**src/rtl/instr_encoder.sv**
```systemverilog
// RV32I instruction word encoder: checks a decoded field bundle, encodes it and
// queues the resulting word in a 2-entry in-order output buffer.
module instr_encoder #(
   parameter int unsigned CNT_W = 16
) (
   input  logic             clk,
   input  logic             rst,
   input  logic             in_valid,
   output logic             in_ready,
   input  logic [2:0]       op_class,
   input  logic [4:0]       rd,
   input  logic [4:0]       rs1,
   input  logic [4:0]       rs2,
   input  logic [2:0]       funct3,
   input  logic             funct7b5,
   input  logic [12:0]      imm,
   output logic             out_valid,
   input  logic             out_ready,
   output logic [31:0]      instr,
   output logic             err_valid,
   output logic [1:0]       err_code,
   output logic [CNT_W-1:0] enc_count
);

   localparam int unsigned W_INSTR = 32;

   localparam logic [2:0] CLS_LOAD   = 3'd0;
   localparam logic [2:0] CLS_STORE  = 3'd1;
   localparam logic [2:0] CLS_RTYPE  = 3'd2;
   localparam logic [2:0] CLS_IALU   = 3'd3;
   localparam logic [2:0] CLS_BRANCH = 3'd4;

   localparam logic [1:0] ERR_NONE  = 2'b00;
   localparam logic [1:0] ERR_CLASS = 2'b01;
   localparam logic [1:0] ERR_ALIGN = 2'b10;
   localparam logic [1:0] ERR_RANGE = 2'b11;

   logic [W_INSTR-1:0] word;
   logic [1:0]         chk;
   logic               accept;
   logic               push;
   logic               pop;

   logic [W_INSTR-1:0] mem [2];
   logic               wr_ptr;
   logic               rd_ptr;
   logic [1:0]         occ;

   // Bit placement per instruction class.
   always_comb begin
      word = '0;
      case (op_class)
         CLS_LOAD:   word = {imm[11:0], rs1, funct3, rd, 7'b0000011};
         CLS_IALU:   word = {imm[11:0], rs1, funct3, rd, 7'b0010011};
         CLS_STORE:  word = {imm[11:5], rs2, rs1, funct3, imm[4:0], 7'b0100011};
         CLS_RTYPE:  word = {1'b0, funct7b5, 5'b00000, rs2, rs1, funct3, rd, 7'b0110011};
         CLS_BRANCH: word = {imm[12], imm[10:5], rs2, rs1, funct3, imm[4:1], imm[11], 7'b1100011};
         default:    word = '0;
      endcase
   end

   // Rejection reason, highest priority first.
   always_comb begin
      chk = ERR_NONE;
      if (op_class > CLS_BRANCH)
         chk = ERR_CLASS;
      else if (op_class == CLS_BRANCH && imm[0])
         chk = ERR_ALIGN;
      else if ((op_class == CLS_LOAD || op_class == CLS_STORE || op_class == CLS_IALU)
               && (imm[12] != imm[11]))
         chk = ERR_RANGE;
   end

   assign in_ready  = !rst && (occ < 2'd2);
   assign out_valid = (occ != 2'd0);
   assign instr     = out_valid ? mem[rd_ptr] : '0;

   assign accept = in_valid && in_ready;
   assign push   = accept && (chk == ERR_NONE);
   assign pop    = out_valid && out_ready;

   always_ff @(posedge clk or posedge rst) begin
      if (rst) begin
         mem[0]    <= '0;
         mem[1]    <= '0;
         wr_ptr    <= 1'b0;
         rd_ptr    <= 1'b0;
         occ       <= 2'd0;
         err_valid <= 1'b0;
         err_code  <= ERR_NONE;
         enc_count <= '0;
      end else begin
         if (push) begin
            mem[wr_ptr] <= word;
            wr_ptr      <= !wr_ptr;
         end
         if (pop) begin
            rd_ptr    <= !rd_ptr;
            enc_count <= enc_count + CNT_W'(1);
         end
         case ({push, pop})
            2'b10:   occ <= occ + 2'd1;
            2'b01:   occ <= occ - 2'd1;
            default: occ <= occ;
         endcase
         err_valid <= accept && (chk != ERR_NONE);
         if (accept && (chk != ERR_NONE))
            err_code <= chk;
      end
   end

endmodule

```
**config.mk**
```make
export PLATFORM = sky130hd
export DESIGN_NAME = instr_encoder
export DESIGN_NICKNAME = d
export VERILOG_FILES = /design/src/rtl/instr_encoder.sv
export SDC_FILE = /design/constraint.sdc
export NUM_CORES = 1
export LEC_CHECK = 0
export BUFFER_PORTS_ARGS = -buffer_cell sky130_fd_sc_hd__buf_2
export CAP_MARGIN = 30
export CORE_MARGIN = 2
export CORE_UTILIZATION = 50
export DETAILED_ROUTE_END_ITERATION = 12
export MAX_ROUTING_LAYER = met4
export PLACE_DENSITY = 0.71
export SYNTH_ARGS = -nofsm -noshare
export SYNTH_HDL_FRONTEND = slang
export SYNTH_SLANG_ARGS = --single-unit
export TNS_END_PERCENT = 1
```
**constraint.sdc**
```tcl
create_clock -name clk -period 2.7 [get_ports clk]
set_clock_uncertainty 0.15 [all_clocks]
set_input_delay 0.27 -clock clk [delete_from_list [all_inputs] [get_ports clk]]
set_output_delay 0.27 -clock clk [all_outputs]
set_load 0.03 [all_outputs]
```
Yosys cells after proc, flatten, opt, wreduce, memory -nomap -nowiden

Index checks and enable logic that the tools add are counted.
Widths: inputs -> output; s select.

Output and inout bits: 53
Bits of input ports: 39
Logic and storage cells: 55
Flip-flop bits (word level): 87

Add/subtract/negate cells: 3
Bitwise gates (word level): 2
Muxes and demuxes: 12
Equal/unequal tests: 7
$lt $le $gt $ge: 5
Reductions and logical operators: 18

Operators by type and width:

| cell                  | count |
|---|---|
| $mux 32               | 5 |
| $pmux 32 s5           | 1 |
| $bwmux 64             | 1 |
| $demux 32 s1          | 1 |
| $add 16x1->16 const B | 1 |
| $logic_and 1x1->1     | 8 |
| $eq 3x2->1 const B    | 2 |
| $mux 2                | 3 |
| $reduce_bool 2->1     | 3 |
| $ge 2x2->1 const B    | 2 |
| $not 1->2             | 2 |
| $pmux 2 s2            | 1 |
| $eq 3x1->1 const B    | 1 |
| $eq 3x3->1 const B    | 1 |
| $gt 3x3->1 const B    | 1 |
| $logic_not 1->1       | 3 |
| $logic_not 3->1       | 1 |
| $add 2x1->2 const B   | 1 |
| $eq 2x1->1 const B    | 1 |
| $eq 2x2->1 const B    | 1 |
| $logic_not 2->1       | 1 |
| $logic_or 1x1->1      | 2 |
| $lt 2x1->1 const B    | 1 |
| $lt 2x2->1 const B    | 1 |
| 2 further kinds       | 2 |

Longest topological paths before layout

Gate-level depths: netlist (run 1).

Word-level depth: 11
Mapped depth: 8
Gate-level depth less buffers: 7

Least setup slack after synthesis (run 1)

No wires, ideal clock.

Path type: register to output
Start: register rd_ptr
End: output instr[1]
Buffers on the path: 3
Stages on the path, launching flop included: 6
Arrival: 1.725 ns
Data required time: 2.280 ns
Setup slack: 0.555 ns
Cells stage by stage: dfrtp_1 > clkbuf_1 > clkbuf_1 > mux2i_1 > nor2_1 > buf_4

Cells in the longest elaborated chain, start to end: 5

RTL lines:

| what                                        | line | text |
|---|---|---|
| start, declared                             | 46   | `logic rd_ptr;` |
| start signal, assigned                      | 98   | `rd_ptr <= !rd_ptr;` |
| $not 1->2 (not written as such)             | 76   | `assign instr = out_valid ? mem[rd_ptr] : '0;` |
| $mux 32 (not written as such) (3 in series) | 76   |  |
| $mux 32                                     | 76   |  |
| end, declared                               | 19   | `output logic [31:0] instr,` |

No other way between the ends. The select of a mux whose other input is x is not followed.

Worst setup path in the final report (run 1)

Start: register rd_ptr
End: output instr[31]

Same word-level chain as after synthesis.

==> out/summary.txt, run 1 <==
=================================================================================
Result of the run                                                       completed
Routed wire per std cell                                                  15.9 um
Fraction of power consumed by sequential logic                              0.389
Initial antenna violation count                                                 0
Gate power share                                                            0.448
Endpoint type of the worst setup path                                  output pin
Sequential share of the synthesized area                                    0.490
Highest Clock Rate                                                        435 MHz
Setup violation total in the final timing report                                0
CTS tree                                                                     done
Required time of the critical path                                        2.28 ns
Pins Over Slew Limit                                                            0
Half-perimeter wire length of the detailed placement result               6.13 mm
Actual slew at the worst max-slew pin                                    0.839 ns
Worst Path Class, Setup                                              flip-flop to output pin
Signal arrival time at the worst endpoint                                 1.88 ns
RSZ-0062 raised after global routing                                        false
Cell Int Power                                                            3.02 mW
Post-synthesis average cell area                                       11.5 sq um
Relative slew margins                                                       0.437
Clock insertion delay at the later pin of the skew report                 0.34 ns
Hold bufs inserted after CTS                                                    1
TritonRoute pass-1 iters                                                        4
Cell Rows                                                                      33
CTS max path bufs                                                               2
Total routing resource utilization after global routing                     0.209
Final worst path period share                                               0.852
Hold Path Class                                                      input port to flip-flop
Startpoint of the tightest hold check path                                 imm[0]
Cell area after synthesis                                              4140 sq um
Synthesis warning total                                                         0
Launch point of the worst reg-to-reg path                            occ[1]$_DFFE_PP0P_
Post-place instance area                                               4680 sq um
Die area                                                               9020 sq um
IR Drop Worst-Case VDD                                                     646 uV
Largest net degree at the start of global routing                              42
Reg clk slew, reported paths                                              0.07 ns
Number of violations of the max-capacitance limit                               0
Total global routing overflow                                                   0
Most repeated cell in the gate-level netlist after synthesis         sky130_fd_sc_hd__dfrtp_1
Vias in the first global route                                               2895
# Post-CTS Setup Buffers                                                        0
Count of flip-flops with a built-in enable after synthesis                      0
WL final                                                                  8.88 mm
Fraction of final layout cells with drive strength greater than 1           0.382
Core ar.                                                               8130 sq um
Share of total power in the clock network                                   0.163
Fraction of synthesis flops using an asynchronous set or reset pin           1.00
Reg-to-reg critical path endpoint                                    enc_count[7]$_DFFE_PP0P_
Ant diodes                                                                      0
Area Overhead vs Synth                                                      17.5%
Clock root buffer                                                    sky130_fd_sc_hd__clkbuf_8
Chip height                                                               95.0 um
Final Net Count                                                               492
Number of buffer cells added on primary ports                                  89
Distinct cell type count after synthesis                                       43
X dimension of the die                                                    95.0 um
Instance count along the most critical hold path                                2
Leak pwr                                                                  2.47 nW
Critical-path maximum fanout                                                   20
Via count normalized by instance count                                       5.29
Number of DRC markers after the initial detailed-route iteration               86
Crit path launch type                                                   flip-flop
Net switching share of the total power                                      0.415
Wire length of the first global-routing pass                              14.1 mm
Power after layout                                                        5.15 mW
Synth Register Bits                                                            81
Clk sink count                                                                 81
Final hold violations                                                           0
Count of H-tree levels built during CTS                                         3
Top cells by instance count after synthesis                          sky130_fd_sc_hd__dfrtp_1 (81), sky130_fd_sc_hd__mux2_2 (54), sky130_fd_sc_hd__mux2i_1 (35)
Clock period minus final worst setup slack                                2.30 ns
Post-route DRC                                                                  0
Setup Total Neg Slack                                                        0 ns
Number of routed nets with antenna violations                                   0
Setup slack of the most critical reg-to-reg path                          0.63 ns
Net Sw Power                                                              2.14 mW
Share of Yosys cell area claimed by the top area cell type                  0.490
Worst Hold Endpoint                                                  err_code[0]$_DFFE_PP0P_
Post-CTS sizing                                                                 0
Routability Congestion                                                      0.834
Instance count of the mapped netlist                                          359
Reg2reg path depth                                                              4
Initial Utilization                                                         0.509
Vias                                                                         2961
Total CTS buffers                                                               9
Top flip-flop cell by instance count after synthesis                 sky130_fd_sc_hd__dfrtp_1
Post-Route Utilization                                                      0.598
Synth area leaders                                                   sky130_fd_sc_hd__dfrtp_1 (49%), sky130_fd_sc_hd__mux2_2 (15%), sky130_fd_sc_hd__mux2i_1 (8.5%)
Power density over the cells                                         1060 nW/um^2
Number of primary I/O pins                                                     92
Post-synthesis cell type with the largest combined area              sky130_fd_sc_hd__dfrtp_1
Final Cell Area                                                        4860 sq um
=================================================================================
-- layout make-up --
type	count	area, sq um
multi-input combinational	253	1970
fill	705	3270
clock buffer	12	135
inverter	6	23.8
timing repair buffer	100	531
sequential	81	2030
clock inverter	3	42.5
tap	105	131
-- power groups by stage --
stage / clock network [mW] / registers, mW / logic [mW]
floorplan: 0 / 2.01 / 1.74
global placement: 0 / 2.00 / 2.29
detailed placement: 0 / 2.03 / 2.33
CTS: 0.856 / 2.01 / 2.34
global route: 0.912 / 2.06 / 2.49
finish: 0.842 / 2.00 / 2.31
-- per-stage QoR --
step | instances | hold slack, ns | setup WS, ns
2_1_floorplan | 360 | 0.217 | 0.200
3_3_place_gp | 544 | 0.260 | 0.430
3_5_place_dp | 544 | 0.276 | 0.409
4_1_cts | 560 | 0.0261 | 0.394
5_1_grt | 560 | 0.0430 | 0.300
6_report | 560 | 0.0405 | 0.400
-- worst max-delay path, stage by stage (launching register included) --
cell                      delay, ns
sky130_fd_sc_hd__dfrtp_2       0.58
sky130_fd_sc_hd__buf_4         0.43
sky130_fd_sc_hd__mux2i_1       0.13
sky130_fd_sc_hd__nor2_1        0.17
sky130_fd_sc_hd__buf_2         0.23
-- how the worst max path moves through the flow --
stage                             startpoint                       end
after floorplan                          rst  enc_count[0]$_DFFE_PP0P_
after global placement           op_class[1]       mem[18]$_DFFE_PP0P_
after detailed placement         op_class[1]        mem[7]$_DFFE_PP0P_
after CTS                 rd_ptr$_DFFE_PP0P_                 instr[31]
after global routing      rd_ptr$_DFFE_PP0P_                  instr[4]
final                     rd_ptr$_DFFE_PP0P_                 instr[31]
-- flip-flops by register name, summed over array words and instances, names as in the netlist --
signal	count
rd_ptr	1
enc_count	16
err_valid	1
occ	2
err_code	2
wr_ptr	1
mem	58
-- cells by family (layout without fill, tap and decap cells) --
| logic type | Yosys count | in the layout | synth area share |
|---|---|---|---|
| AND/OR/NAND/NOR | 100 | 100 | 0.128 |
| multiplexers | 89 | 89 | 0.232 |
| flip-flops | 81 | 81 | 0.490 |
| AO/OA/AOI/OAI | 38 | 38 | 0.0620 |
| buffers and inverters | 26 | 121 | 0.0354 |
| XOR/XNOR | 22 | 22 | 0.0466 |
| adder cells (fa/ha/maj) | 2 | 2 | 0.00604 |
| other | 1 | 2 | 0.000906 |
-- layout by cell type (no fill, tap or decap), types with 2 or more instances in the layout --
cell type	n
sky130_fd_sc_hd__clkbuf_1	3
sky130_fd_sc_hd__xor2_1	5
sky130_fd_sc_hd__buf_2	89
sky130_fd_sc_hd__buf_4	10
sky130_fd_sc_hd__and4_1	3
sky130_fd_sc_hd__o21ai_1	2
sky130_fd_sc_hd__nor2_1	31
sky130_fd_sc_hd__nor3_1	2
sky130_fd_sc_hd__nand2_1	19
sky130_fd_sc_hd__a22oi_1	10
sky130_fd_sc_hd__nand3_1	6
sky130_fd_sc_hd__ha_1	2
sky130_fd_sc_hd__inv_1	5
sky130_fd_sc_hd__mux2_2	54
sky130_fd_sc_hd__nand4_1	2
sky130_fd_sc_hd__dfrtp_1	80
sky130_fd_sc_hd__and2b_1	2
sky130_fd_sc_hd__clkbuf_8	9
sky130_fd_sc_hd__nor2b_1	7
sky130_fd_sc_hd__and2_1	15
sky130_fd_sc_hd__xnor2_1	17
sky130_fd_sc_hd__mux2i_1	35
sky130_fd_sc_hd__a31oi_1	3
sky130_fd_sc_hd__conb_1	2
sky130_fd_sc_hd__nand2b_1	4
sky130_fd_sc_hd__o21ai_0	9
sky130_fd_sc_hd__a21oi_1	4
sky130_fd_sc_hd__clkinv_2	2
sky130_fd_sc_hd__o22ai_1	5
-- metal layers --
layer | vias to the layer above | track usage | routed length, um
met5 | - | - | 0
met4 | 0 | 0.0556 | 78
met3 | 6 | 0.0511 | 581
met2 | 77 | 0.318 | 4180
met1 | 1449 | 0.282 | 4040
li1 | 1429 | - | -
Power figures use the tool's default switching activity.
==> run 2: changes to the inputs <==
GPL_TIMING_DRIVEN = 0   (was not set)
==> run 2 against run 1 <==
  * Maximum frequency shrank 9.2%
  * Wire length grew 2.3%
  * Critical path depth grew 2
  * Worst hold slack lost 0.014 ns
  * Cell area grew 2.2%
  * Flip-flop and latch count is the same
  * Final cell count grew 1.8%
  * Register-to-register slack lost 0.35 ns
  * Highest routed layer unchanged
==> out/summary.txt, run 2 (synthesis results as in run 1) <==
=====================================================================================
Initial Utilization                                                             0.509
Result of the run                                                           completed
Required time of the critical path                                            2.28 ns
Reg clk slew, reported paths                                                  0.08 ns
Core ar.                                                                   8130 sq um
Commonest cells after routing, fill and taps aside                       sky130_fd_sc_hd__buf_2 (89), sky130_fd_sc_hd__dfrtp_1 (81), sky130_fd_sc_hd__mux2_2 (54), sky130_fd_sc_hd__mux2i_1 (35), sky130_fd_sc_hd__nor2_1 (32)
Number of routed nets with antenna violations                                       0
Chip height                                                                   95.0 um
Ant diodes                                                                          0
Number of buffer cells added on primary ports                                      87
Highest Clock Rate                                                            395 MHz
Total global routing overflow                                                       0
TritonRoute pass-1 iters                                                            4
Number of filler cells placed in the layout                                       681
Worst path slowest cell                                                  sky130_fd_sc_hd__clkbuf_1
Instance count along the most critical hold path                                    2
Number of DRC markers after the initial detailed-route iteration                   88
Count of H-tree levels built during CTS                                             3
Clock root buffer                                                        sky130_fd_sc_hd__clkbuf_8
Critical-path maximum fanout                                                       10
Share of total power in the clock network                                       0.181
Worst Path Class, Setup                                                  flip-flop to output pin
CTS max path bufs                                                                   2
Signal arrival time at the worst endpoint                                     2.11 ns
Relative slew margins                                                           0.405
Final Net Count                                                                   501
RSZ-0062 raised after global routing                                            false
Area taken by multi-input logic gates                                      1970 sq um
Wire length of the first global-routing pass                                  14.8 mm
Most frequent standard cell in the layout excluding fill and tap cells   sky130_fd_sc_hd__buf_2
Actual slew at the worst max-slew pin                                        0.890 ns
Most Frequent Cell on Critical Path                                      sky130_fd_sc_hd__clkbuf_1
Final worst path period share                                                   0.938
Largest net degree at the start of global routing                                  51
Net switching share of the total power                                          0.411
Net Sw Power                                                                  2.19 mW
Delay of the slowest cell on the worst path                                   0.67 ns
Clock insertion delay at the later pin of the skew report                     0.34 ns
FF+latch area                                                              2030 sq um
Power density over the cells                                             1070 nW/um^2
Fraction of final layout cells with drive strength greater than 1               0.372
Vias in the first global route                                                   3053
Crit-path cells                                                          clkbuf_1 > clkbuf_1 > mux2i_1 > nor2_1 > buf_4 > buf_2
Clk sink count                                                                     81
Hold Path Class                                                          input port to flip-flop
Reg2reg path depth                                                                  5
Post-route DRC                                                                      0
Logic depth of the worst setup path including buffers                               6
Regs by FF count                                                         mem x58, enc_count x16
Final hold violations                                                               0
Leak pwr                                                                      2.50 nW
Total routing resource utilization after global routing                         0.223
Crit path launch type                                                       flip-flop
Number of flip-flops under the largest register name                               58
Total CTS buffers                                                                   9
Half-perimeter wire length of the detailed placement result                   6.55 mm
Clock period minus final worst setup slack                                    2.53 ns
Cell Int Power                                                                3.14 mW
Routed wire per std cell                                                      15.9 um
Cell type group with the largest total delay on the critical path        buffers and inverters
WL final                                                                      9.08 mm
Initial antenna violation count                                                     0
Routability Congestion                                                          0.840
Cell Rows                                                                          33
CTS tree                                                                         done
Number of primary I/O pins                                                         92
Number of violations of the max-capacitance limit                                   0
X dimension of the die                                                        95.0 um
Total buffers and inverters traversed by the critical path                          4
Area Overhead vs Synth                                                          20.0%
Final Cell Area                                                            4970 sq um
Die area                                                                   9020 sq um
IR Drop Worst-Case VDD                                                         647 uV
Setup violation total in the final timing report                                    0
Fraction of power consumed by sequential logic                                  0.367
Endpoint type of the worst setup path                                      output pin
Hold slack final                                                            0.0261 ns
Vias                                                                             3079
Gate power share                                                                0.452
Post-place instance area                                                   4740 sq um
Via count normalized by instance count                                           5.40
Pins Over Slew Limit                                                                0
Largest register by flop count                                                    mem
=====================================================================================
run 2: changes by cell type in the layout (fill, tap and decap cells not counted), moves of 2 or more:
cell                         change
sky130_fd_sc_hd__clkbuf_1        +6
sky130_fd_sc_hd__clkinvlp_4      +2
sky130_fd_sc_hd__buf_1           +3
sky130_fd_sc_hd__clkbuf_8        +2
sky130_fd_sc_hd__clkinv_2        -2
sky130_fd_sc_hd__buf_6           +2
sky130_fd_sc_hd__buf_4           -7
run 2: path summary, 6_finish.rpt:
path | start | to | slack (ns)
worst max-delay path | rd_ptr$_DFFE_PP0P_ | instr[1] | 0.17
worst min-delay path | imm[0] | err_code[0]$_DFFE_PP0P_ | 0.03
worst max register to register | occ[1]$_DFFE_PP0P_ | mem[52]$_DFFE_PP0P_ | 0.28
worst min register to register | enc_count[15]$_DFFE_PP0P_ | enc_count[15]$_DFFE_PP0P_ | 0.32
max in group asynchronous | rst | mem[45]$_DFFE_PP0P_ | 1.49
min in group asynchronous | rst | enc_count[3]$_DFFE_PP0P_ | 0.35
run 2: per-layer routing:
metal | GRT usage | vias to the layer above | routed length, um
met3 | 0.0391 | 13 | 561
li1 | - | 1454 | -
met4 | 0.0809 | 0 | 138
met5 | - | - | 0
met1 | 0.292 | 1513 | 4170
met2 | 0.350 | 99 | 4210
run 2: layout make-up:
cell class                      instances  area share
Sequential cell                        81       0.408
Multi-Input combinational cell        253       0.396
Timing Repair Buffer                   89      0.0952
Tap cell                              105      0.0264
Clock buffer                           10      0.0257
Buffer                                 20      0.0249
Clock inverter                          6      0.0184
Inverter                                6     0.00504
run 2: repair_timing:
item	in CTS	in global routing
buffers inserted	0	0
hold endpoints to repair	31	0
hold buffers	1	0
resized for setup	0	0
run 2: through the flow:
step | utilization | setup slack, ns | power, mW | setup TNS (ns) | instances
after detailed placement | 0.583 | 0.289 | 4.41 | 0 | 553
after CTS | 0.611 | 0.165 | 5.38 | 0 | 570
after floorplan | - | 0.200 | 3.75 | 0 | 360
after global routing | 0.611 | 0.0105 | 5.67 | 0 | 570
final | 0.611 | 0.167 | 5.33 | 0 | 570
after global placement | 0.579 | -0.731 | 4.33 | -59.07 | 552
run 2: power groups by stage:
stage	registers (mW)	logic, mW	clock network, mW
after floorplan	2.01	1.74	0
after global placement	1.95	2.38	0
after detailed placement	1.98	2.43	0
after CTS	1.96	2.43	0.988
after global routing	2.02	2.60	1.05
final	1.96	2.41	0.964
==> run 3: changes to the inputs <==
HOLD_SLACK_MARGIN = 0.1   (was not set)
==> run 3 against run 2 <==
  * Flip-flop and latch count stayed put
  * Setup slack improved by 0.0099 ns
  * Maximum frequency grew 0.39%
  * Via count hardly changed
  * Clock-buffer cell count stayed put
  * Highest routed layer unchanged
  * Largest cell class unchanged
  * Critical endpoint is now mem[52]$_DFFE_PP0P_
  * Power about the same
  * Non-clock buffer count rose by 1
  * First-iteration DRC count increased by 18%
  * Utilization up 0.12 points
==> out/summary.txt, run 3 (synthesis results as in run 1) <==
=====================================================================================
Result of the run                                                           completed
Routed wire per std cell                                                      16.0 um
Final hold violations                                                               0
Clock insertion delay at the later pin of the skew report                     0.35 ns
Initial Utilization                                                             0.509
Setup violation total in the final timing report                                    0
Fraction of final layout cells with drive strength greater than 1               0.371
Half-perimeter wire length of the detailed placement result                   6.55 mm
Met2 wire length                                                              4.26 mm
Vias in the first global route                                                   3057
Core ar.                                                                   8130 sq um
Highest Clock Rate                                                            396 MHz
Required time of the critical path                                            2.78 ns
CTS tree                                                                         done
Final Cell Area                                                            4980 sq um
X dimension of the die                                                        95.0 um
Actual slew at the worst max-slew pin                                        0.887 ns
Total length of routed met3 wires                                              491 um
Instance count along the most critical hold path                                    3
Cell Rows                                                                          33
Worst Hold Endpoint                                                      mem[17]$_DFFE_PP0P_
Number of violations of the max-capacitance limit                                   0
Number of buffer cells added on primary ports                                      87
Launch point of the worst reg-to-reg path                                occ[1]$_DFFE_PP0P_
Reg2reg path depth                                                                  5
Reg-to-reg critical path endpoint                                        mem[52]$_DFFE_PP0P_
Number of filler cells placed in the layout                                       680
Net Sw Power                                                                  2.19 mW
Clock period minus final worst setup slack                                    2.52 ns
Worst Path Class, Setup                                                  input port to flip-flop
Initial antenna violation count                                                     0
Critical-path maximum fanout                                                       10
Net switching share of the total power                                          0.411
TritonRoute pass-1 iters                                                            4
Pins Over Slew Limit                                                                0
Crit path launch type                                                      input port
Cell Int Power                                                                3.14 mW
Leak pwr                                                                      2.51 nW
IR Drop Worst-Case VDD                                                         647 uV
Power after layout                                                            5.33 mW
Clock root buffer                                                        sky130_fd_sc_hd__clkbuf_8
Wire length of the first global-routing pass                                  14.8 mm
Chip height                                                                   95.0 um
Gate power share                                                                0.452
WL final                                                                      9.11 mm
Largest net degree at the start of global routing                                  51
Startpoint of the tightest hold check path                                     rs1[2]
Total global routing overflow                                                       0
Wl on met1                                                                    4.22 mm
Relative slew margins                                                           0.407
Commonest cells after routing, fill and taps aside                       sky130_fd_sc_hd__buf_2 (89), sky130_fd_sc_hd__dfrtp_1 (81), sky130_fd_sc_hd__mux2_2 (54), sky130_fd_sc_hd__mux2i_1 (35), sky130_fd_sc_hd__nor2_1 (32)
Most frequent standard cell in the layout excluding fill and tap cells   sky130_fd_sc_hd__buf_2
Top Layer Used                                                                   met4
Setup slack of the most critical reg-to-reg path                              0.28 ns
Endpoint type of the worst setup path                                       flip-flop
Final Net Count                                                                   502
Area Overhead vs Synth                                                          20.3%
Number of routed nets with antenna violations                                       0
Number of flip-flops under the largest register name                               58
Signal arrival time at the worst endpoint                                     2.60 ns
Routability Congestion                                                          0.840
Share of total power in the clock network                                       0.181
Total CTS buffers                                                                   9
Hold Path Class                                                          input port to flip-flop
Power density over the cells                                             1070 nW/um^2
Via count normalized by instance count                                           5.39
Reg clk slew, reported paths                                                  0.09 ns
Number of primary I/O pins                                                         92
Final worst path period share                                                   0.935
Setup Total Neg Slack                                                            0 ns
Regs by FF count                                                         mem x58, enc_count x16
Post-route DRC                                                                      0
Fraction of power consumed by sequential logic                                  0.367
Die area                                                                   9020 sq um
Vias                                                                             3077
Total routing resource utilization after global routing                         0.223
Largest register by flop count                                                    mem
RSZ-0062 raised after global routing                                            false
Number of DRC markers after the initial detailed-route iteration                  104
CTS max path bufs                                                                   2
Post-place instance area                                                   4740 sq um
Clk sink count                                                                     81
Ant diodes                                                                          0
Count of H-tree levels built during CTS                                             3
=====================================================================================
==> run 3: how the worst max path moves through the flow <==
stage | startpoint | endpoint | slack, ns | depth (start not counted)
global placement | rst | mem[43]$_DFFE_PP0P_ | -0.73 | 2
finish | rst | mem[52]$_DFFE_PP0P_ | 0.18 | 7
CTS | rd_ptr$_DFFE_PP0P_ | instr[1] | 0.17 | 6
detailed placement | occ[1]$_DFFE_PP0P_ | mem[49]$_DFFE_PP0P_ | 0.29 | 5
global route | rd_ptr$_DFFE_PP0P_ | instr[1] | 0.01 | 6
floorplan | rst | enc_count[0]$_DFFE_PP0P_ | 0.20 | 1
==> run 3: final cells by class <==
type | instances | area (sq um) | area share
clock buffer | 10 | 128 | 0.0256
inverter | 6 | 25.0 | 0.00503
sequential | 81 | 2030 | 0.407
buffer | 20 | 124 | 0.0249
clock inverter | 6 | 91.3 | 0.0183
tap | 105 | 131 | 0.0264
multi-input combinational | 253 | 1970 | 0.396
timing repair buffer | 90 | 483 | 0.0970
==> run 3: power by group through the flow <==
stage          Clock (mW)  Sequential, mW  Combinational, mW
2_1_floorplan           0            2.01               1.74
3_3_place_gp            0            1.95               2.38
3_5_place_dp            0            1.98               2.43
4_1_cts             0.988            1.96               2.44
5_1_grt              1.05            2.02               2.60
6_report            0.964            1.96               2.41
==> run 3: per-stage QoR <==
| stage | utilization | instances | setup WS, ns | hold WS, ns |
|---|---|---|---|---|
| after floorplan | - | 360 | 0.200 | 0.217 |
| after global placement | 0.579 | 552 | -0.731 | 0.301 |
| after detailed placement | 0.583 | 553 | 0.289 | 0.179 |
| after CTS | 0.612 | 571 | 0.165 | 0.111 |
| after global routing | 0.612 | 571 | 0.0105 | 0.125 |
| final | 0.612 | 571 | 0.176 | 0.124 |
==> run 3: worst max-delay path: stages <==
cell and delay [ns]:
sky130_fd_sc_hd__dlygate4sd3_1 0.53, sky130_fd_sc_hd__buf_2 0.15, sky130_fd_sc_hd__nor3b_2 0.62, sky130_fd_sc_hd__and2b_1 0.27, sky130_fd_sc_hd__nand2_2 0.21, sky130_fd_sc_hd__clkbuf_8 0.26
sky130_fd_sc_hd__mux2_2 0.28
==> run 3: repair_timing <==
action,CTS,global route
resized for setup,0,0
buffers inserted,0,0
endpoints found under the hold margin,32,0
endpoints found under the setup margin,0,0
hold buffers,2,0
==> run 3: layer usage <==
layer,global-route usage,vias to the layer above
met2,0.350,88
li1,-,1459
met3,0.0391,15
met1,0.293,1515
met4,0.0809,0
met5,-,-
